--- src/rtl/vector_gather_collector_pkg.sv ---
// Shared sizing, state encoding and request type for the vector gather
// collector. The lane/register geometry lives here so every file in the
// slice agrees on it.
package vector_gather_collector_pkg;
  localparam int VECTOR_LANES  = 16;
  localparam int VECTOR_BITS   = 512;
  localparam int REG_IDX_WIDTH = 7;
  localparam int LANE_BITS     = VECTOR_BITS / VECTOR_LANES;
  localparam int LANE_IDX_W    = $clog2(VECTOR_LANES);

  typedef enum logic [1:0] {
    ST_IDLE      = 2'd0,
    ST_COLLECT   = 2'd1,
    ST_WRITEBACK = 2'd2
  } state_e;

  // Latched start request: destination register and lane mask.
  typedef struct packed {
    logic [REG_IDX_WIDTH-1:0] dst;
    logic [VECTOR_LANES-1:0]  mask;
  } gather_req_t;
endpackage

--- src/rtl/vector_gather_collector_lane_select_encoder.sv ---
// Lowest-set-bit priority encoder: maps the remaining lane mask to the
// index of the next lane to request.
//   mask_i : lanes still outstanding
//   idx_o  : index of lowest set bit (0 when mask_i is zero)
module lane_select_encoder
  import vector_gather_collector_pkg::*;
(
  input  logic [VECTOR_LANES-1:0] mask_i,
  output logic [LANE_IDX_W-1:0]   idx_o
);
  // Scan from the top so the lowest set bit is the last assignment.
  always_comb begin
    idx_o = '0;
    for (int i = VECTOR_LANES - 1; i >= 0; i--) begin
      if (mask_i[i]) idx_o = LANE_IDX_W'(i);
    end
  end
endmodule

--- src/rtl/vector_gather_collector.sv ---
// Vector gather collector: accepts a start (dest reg + lane mask), requests
// the masked lanes one at a time lowest-first, assembles the words into a
// vector and emits a single registered writeback pulse.
//   clk, reset             : clock, async active-high reset
//   start_*                : start handshake (reg, mask, valid/ready)
//   lane_valid/lane_data   : incoming lane word for lane_index
//   lane_ready/lane_index  : collector request for the next lane
//   abort                  : discard collection in progress
//   wb_*                   : one-cycle writeback (enable, reg, value, mask)
module vector_gather_collector
  import vector_gather_collector_pkg::*;
(
  input  logic                     clk,
  input  logic                     reset,
  input  logic                     start_valid,
  input  logic [REG_IDX_WIDTH-1:0] start_reg,
  input  logic [VECTOR_LANES-1:0]  start_mask,
  output logic                     start_ready,
  input  logic                     lane_valid,
  input  logic [LANE_BITS-1:0]     lane_data,
  output logic                     lane_ready,
  output logic [LANE_IDX_W-1:0]    lane_index,
  input  logic                     abort,
  output logic                     wb_enable_vector_writeback,
  output logic [REG_IDX_WIDTH-1:0] wb_writeback_reg,
  output logic [VECTOR_BITS-1:0]   wb_writeback_value,
  output logic [VECTOR_LANES-1:0]  wb_writeback_mask
);
  state_e                                 state_q, state_d;
  gather_req_t                            req_q, req_d;
  logic [VECTOR_LANES-1:0]                remain_q, remain_d;
  logic [VECTOR_LANES-1:0][LANE_BITS-1:0] value_q, value_d;
  logic                                   wb_en_q, wb_en_d;
  logic [REG_IDX_WIDTH-1:0]               wb_reg_q, wb_reg_d;
  logic [VECTOR_LANES-1:0]                wb_mask_q, wb_mask_d;
  logic [VECTOR_BITS-1:0]                 wb_value_q, wb_value_d;
  logic [LANE_IDX_W-1:0]                  sel_idx;

  lane_select_encoder u_enc (
    .mask_i (remain_q),
    .idx_o  (sel_idx)
  );

  assign start_ready = (state_q == ST_IDLE) && !abort && !reset;
  // An empty remaining mask (zero-mask start) must not capture a word into lane 0.
  assign lane_ready  = (state_q == ST_COLLECT) && (|remain_q);
  assign lane_index  = lane_ready ? sel_idx : '0;

  assign wb_enable_vector_writeback = wb_en_q;
  assign wb_writeback_reg           = wb_reg_q;
  assign wb_writeback_mask          = wb_mask_q;
  assign wb_writeback_value         = wb_value_q;

  always_comb begin
    state_d  = state_q;
    req_d    = req_q;
    remain_d = remain_q;
    value_d  = value_q;
    unique case (state_q)
      ST_IDLE: begin
        if (start_valid && start_ready) begin
          req_d.dst  = start_reg;
          req_d.mask = start_mask;
          remain_d   = start_mask;
          value_d    = '0;
          state_d    = ST_COLLECT;
        end
      end
      ST_COLLECT: begin
        if (lane_valid && lane_ready) begin
          value_d[sel_idx]  = lane_data;
          remain_d[sel_idx] = 1'b0;
        end
        // Leave as soon as the last word lands, so writeback follows it directly.
        if (remain_d == '0) state_d = ST_WRITEBACK;
      end
      ST_WRITEBACK: state_d = ST_IDLE;
      default:      state_d = ST_IDLE;
    endcase
    if (abort) begin
      state_d  = ST_IDLE;
      remain_d = '0;
    end

    // Writeback is registered: load it on the edge that enters WRITEBACK.
    wb_en_d    = (state_q == ST_COLLECT) && (state_d == ST_WRITEBACK);
    wb_reg_d   = wb_en_d ? req_d.dst  : '0;
    wb_mask_d  = wb_en_d ? req_d.mask : '0;
    wb_value_d = wb_en_d ? value_d    : '0;
  end

  always_ff @(posedge clk or posedge reset) begin
    if (reset) begin
      state_q    <= ST_IDLE;
      req_q      <= '0;
      remain_q   <= '0;
      value_q    <= '0;
      wb_en_q    <= 1'b0;
      wb_reg_q   <= '0;
      wb_mask_q  <= '0;
      wb_value_q <= '0;
    end else begin
      state_q    <= state_d;
      req_q      <= req_d;
      remain_q   <= remain_d;
      value_q    <= value_d;
      wb_en_q    <= wb_en_d;
      wb_reg_q   <= wb_reg_d;
      wb_mask_q  <= wb_mask_d;
      wb_value_q <= wb_value_d;
    end
  end
endmodule

--- config.mk ---
export PLATFORM = sky130hd
export DESIGN_NAME = vector_gather_collector
export DESIGN_NICKNAME = d
export VERILOG_FILES = /design/src/rtl/vector_gather_collector_pkg.sv /design/src/rtl/vector_gather_collector_lane_select_encoder.sv /design/src/rtl/vector_gather_collector.sv
export SDC_FILE = /design/constraint.sdc
export NUM_CORES = 2
export LEC_CHECK = 0
export CAP_MARGIN = 20
export CORE_MARGIN = 2
export CORE_UTILIZATION = 49
export CTS_CLUSTER_DIAMETER = 60
export CTS_CLUSTER_SIZE = 8
export DETAILED_ROUTE_END_ITERATION = 10
export GPL_TIMING_DRIVEN = 0
export HOLD_SLACK_MARGIN = 0.1
export PLACE_DENSITY = 0.83
export SYNTH_ARGS = -nofsm -noshare
export SYNTH_HDL_FRONTEND = slang
export SYNTH_SLANG_ARGS = --single-unit
export TNS_END_PERCENT = 1
--- constraint.sdc ---
create_clock -name clk -period 35.2 [get_ports clk]
set_input_delay 3.52 -clock clk [delete_from_list [all_inputs] [get_ports clk]]
set_output_delay 3.52 -clock clk [all_outputs]
set_load 0.005 [all_outputs]
After elaboration in Yosys (flattened, before gate mapping):

Cells that the tools add are included.

* register bits: 1089
* input port bits: 60
* output and inout bits: 542
* word-level logic and storage cells: 84

* $lt $le $gt $ge: 2
* equal/unequal tests: 3
* multiplexer cells: 39
* bitwise operators: 2
* reduce and logical (&&, ||, !) cells: 14

Operators with widths (count)
* 512-bit 2-to-1 mux: 3
* 512-bit case mux with 2 select lines: 1
* 512-bit bitwise mux: 1
* 32-bit demux with 4-bit select: 1
* 16-bit 2-to-1 mux: 5
* 4-bit 2-to-1 mux: 17
* 23-bit 2-to-1 mux: 2
* 32-bit 2-to-1 mux: 1
* 16-bit case mux with 2 select lines: 1
* 16-bit AND: 1
* 16-bit zero test: 1
* 16-bit inverter: 1
* 16-bit OR reduction: 1
* 1-bit logical AND: 7
* 7-bit 2-to-1 mux: 1
* 2-bit 2-to-1 mux: 3
* 4-bit by 5-bit < comparator with 1-bit output (second input constant): 1
* 1-bit demux with 4-bit select: 1
* 4-bit by 1-bit >= comparator with 1-bit output (second input constant): 1
* 2-bit case mux with 2 select lines: 1
* 3-bit by 2-bit != test with 1-bit output (second input constant): 1
* 3-bit nonzero test: 1
* 2-bit by 1-bit equality test with 1-bit output (second input constant): 1
* 2-bit equality test (second input constant): 1
* 4 further kinds: 5

Longest topological paths before layout:

* depth in word-level cells: 31
* gate-level depth with buffers: 12
* mapped depth without buffers: 7

Hierarchy:

From an unflattened synthesis, not the netlist that was laid out.

* cell total of the unflattened synthesis: 3571
* area, all modules: 40277.4 um^2

By module, submodules not included
* vector_gather_collector: instances 1, cells an instance 3540, area an instance 40098.5 um^2
* lane_select_encoder: instances 1, cells an instance 31, area an instance 178.9 um^2

Least setup slack after synthesis:

No wires, ideal clock.

* kind: input port to flip-flop
* start: input port reset
* end: register wb_value_q[353] (netlist: wb_writeback_value[353])
* library setup time: 0.129 ns
* arrival: 29.196 ns
* required time: 35.071 ns
* slack: 5.875 ns
* stages: 8
* cells stage by stage: inv_1 -> a31oi_1 -> nor2_1 -> clkbuf_1 -> o21ai_1 -> clkbuf_1 -> a22o_1 -> nor3b_2

RTL lines
* start, declared: line vector_gather_collector.sv:14 `input logic reset,`
* end signal, assigned: line vector_gather_collector.sv:110 `wb_value_q <= wb_value_d;`
* end, declared: line vector_gather_collector.sv:36 `logic [VECTOR_BITS-1:0] wb_value_q, wb_value_d;`

Final worst setup path:

* start: input port reset
* end: output port start_ready

* word-level cells in the longest chain between the ends: 2

Ends and longest elaborated chain
* 1-bit zero test (no source line)
* 1-bit logical AND: line vector_gather_collector.sv:44 `assign start_ready = (state_q == ST_IDLE) && !abort && !reset;`
* end, declared: line vector_gather_collector.sv:18 `output logic start_ready,`

No other way between the ends.

==> flow_metrics.env <==
export IMPL_hold_ws_ns=0.483
export IMPL_p_int_mw=2.15
export IMPL_crit_fanout=3
export IMPL_io_buffers=569
export IMPL_maxCapViolCount=0
export IMPL_setup_viol_count_final=0
export IMPL_drtIter0Drc=2669
export IMPL_fin_nets=3606
export IMPL_grt_pass1_vias=29400
export IMPL_synth_seq_cells=1089
export IMPL_drc=0
export IMPL_holdCritStartpoint="value_q[255]"
export IMPL_rows=106
export IMPL_slowest_stage="clkdlybuf4s50_1"
export IMPL_seq_area_um2=27300
export IMPL_clkTransAtPathRegs_ns=0.05
export IMPL_placed_area_um2=49000
export IMPL_cellPowerDensity_nw_per_um2=55.8
export IMPL_first_pass_iters=5
export IMPL_synth_nets=2852
export IMPL_startpoint_type="input pin"
export IMPL_ys_flop_type="dfrtp_1"
export IMPL_clk_path_buf_depth=3
export IMPL_cts_sinks=1089
export IMPL_cp_arrival_ns=5.32
export IMPL_final_common_cell="dfrtp_1"
export IMPL_die_y_um=295
export IMPL_syn_area_per_cell_um2=14.8
export IMPL_timing_final_ws_setup_ns=26.36
export IMPL_required_ns=31.68
export IMPL_n_fill_cell=5723
export IMPL_yosysTopAreaCellShare_pct=65.8
export IMPL_hp_class="flop to flop"
export IMPL_cpPeakStageDelay_ns=0.70
export IMPL_syn_cell_area_um2=41400
export IMPL_gp_congestion=0.897
export IMPL_synth_seq_area_share_pct=65.8
export IMPL_ant_nets=0
export IMPL_pwr_share_clk_pct=45.4
export IMPL_core_um2=83700
export IMPL_period_minus_slack_ns=8.84
export IMPL_drive_gt1_share_pct=24.2
export IMPL_grt_setup_unrepaired="false"
export IMPL_numCtsBuffers=155
export IMPL_ctsHtreeMaxLevel=4
export IMPL_num_io_pins=602
export IMPL_cts_root_buf="clkbuf_16"
export IMPL_die_x_um=295
export IMPL_synth_cells=2792
export IMPL_insertion_delay_ns=0.75
export IMPL_route_vias_total=28500
export IMPL_hold_end="value_q[255]"
export IMPL_r2r_slack_ns=30.69
export IMPL_status="finished, final reports clean"
export IMPL_p_sw_uw=834
export IMPL_finalHoldViolCount=0
export IMPL_grt_pass1_wl_mm=207
export IMPL_cpMostUsedCell="clkdlybuf4s50_1"
export IMPL_synth_area_leaders="dfrtp_1, nor3b_2, a22o_1"
export IMPL_final_area_um2=53400
export IMPL_grt_usage_pct=33.5
export IMPL_tritoncts="done"
export IMPL_area_delta_synth_final_pct=29.1
export IMPL_final_cell_mix="dfrtp_1, clkdlybuf4s50_1, a22o_1, nor3b_2, nand2_1"
export IMPL_post_synth_top_area_cell="dfrtp_1"
export IMPL_wl_mm=146
export IMPL_final_max_slew_viol_count=0
export IMPL_synth_edf_count=0
export IMPL_post_cts_resized=0
export IMPL_seq_power_share_pct=43.3
export IMPL_vias_per_cell=6.05
export IMPL_fmax_ghz=0.113
export IMPL_reg2reg_from="remain_q[0]"
export IMPL_fp_dieArea_um2=86800
export IMPL_grt_overflow=0
export IMPL_cts_setup_buffers=0
export IMPL_postCtsHoldBufs=0
export IMPL_final_setup_skew_ns=0.0438
export IMPL_path_cells="clkdlybuf4s50_1 > nor4_1 > clkdlybuf4s50_1"
export IMPL_fin_setup_tns_ns=0
export IMPL_worstMarginPinSlew_ns=1.16
export IMPL_start_util_pct=49.5
export IMPL_rr_endpoint="wb_writeback_value[469]"
export IMPL_cp_end_kind="output port"
export IMPL_relSlewSlack_pct=22.5
export IMPL_synth_cell_types=51
export IMPL_preCtsSetupSlack_ns=26.53
export IMPL_yosysWarnings=0
export IMPL_period_share_pct=25.1
export IMPL_hold_depth=1
export IMPL_synthArstFlopShare_pct=100
export IMPL_total_leakage_power_nw=23.0
export IMPL_combPwrFrac_pct=11.3
export IMPL_grt_max_degree=139
export IMPL_antenna_found_initial=20
export IMPL_worstSetupPathType="input pin to output port"
export IMPL_detailed_place_hpwl_mm=95.4
export IMPL_multi_input_area_um2=12400
export IMPL_wl_per_cell_um=30.9
export IMPL_switching_share_pct=28.0
export IMPL_r2r_worst_path_cells=9
export IMPL_ir_drop_mv=0.0413
==> worst max path at each step <==
stage                from                      end  slack, ns
floorplan           reset              remain_q[0]       1.00
global placement    reset  wb_writeback_value[263]      -9.06
detailed placement  reset              start_ready      26.53
CTS                 reset              start_ready      26.50
global route        reset              start_ready      26.31
finish              reset              start_ready      26.36
==> layer usage <==
metal	share of wire [%]	global-route usage, %	up-vias
li1	-	-	11400
met1	40	44.0	14900
met2	46	50.1	1665
met3	8.6	9.42	446
met4	5.9	19.1	14
met5	0.055	0	-
==> per-stage QoR <==
stage,utilization [%],power [mW],instances
after floorplan,-,1.52,2792
after global placement,58.0,1.62,4495
after detailed placement,58.5,1.63,4517
after CTS,63.7,2.98,4693
after global routing,63.8,3.06,4707
final,63.9,2.98,4709
==> cell usage after synthesis, types with 2 or more instances <==
library cell,number
nand2b_1,5
or3_1,2
nor4_1,4
dfrtp_1,1089
o21ai_0,92
o31ai_1,2
inv_1,27
a32o_1,13
nand3_1,3
nor4_2,3
a211oi_1,3
buf_6,56
and2_1,2
a211oi_2,67
nand2_1,171
nor3b_1,9
a31oi_1,3
a22o_1,448
clkbuf_1,151
nor2_1,27
and3_1,2
o21ai_1,14
a21oi_1,9
nor3_2,5
buf_1,35
nor3b_2,442
nor2b_1,4
buf_2,62
nor3_1,18
o211ai_1,2
a2111o_1,2
==> critical path, delay by kind of cell <==
kind | cells | cell delay (ns)
buffers and inverters | 2 | 1.31
and+or+nand+nor | 1 | 0.49
==> cell families after synthesis <==
kind of cell / Yosys count / synth area share (%)
flip-flops: 1089 / 65.8
AO/OA/AOI/OAI: 664 / 13.7
AND/OR/NAND/NOR: 705 / 16.2
buffers and inverters: 334 / 4.24
==> power by group through the flow <==
| stage | registers [mW] | logic [mW] | clock network, mW |
|---|---|---|---|
| 2_1_floorplan | 1.31 | 0.206 | 0 |
| 3_5_place_dp | 1.31 | 0.325 | 0 |
| 4_1_cts | 1.29 | 0.331 | 1.36 |
| 3_3_place_gp | 1.31 | 0.311 | 0 |
| 5_1_grt | 1.29 | 0.355 | 1.42 |
| 6_report | 1.29 | 0.336 | 1.35 |
==> cell type report <==
type                            instances  share of cell area (%)
Antenna cell                           10                  0.0468
Buffer                                305                    3.12
Clock buffer                          160                    7.37
Clock inverter                         16                   0.752
Inverter                               29                   0.218
Multi-Input combinational cell       1369                    23.2
Sequential cell                      1089                    51.0
Tap cell                             1134                    2.66
Timing Repair Buffer                  597                    11.7
Note: power is estimated with default switching activity, not from simulation.
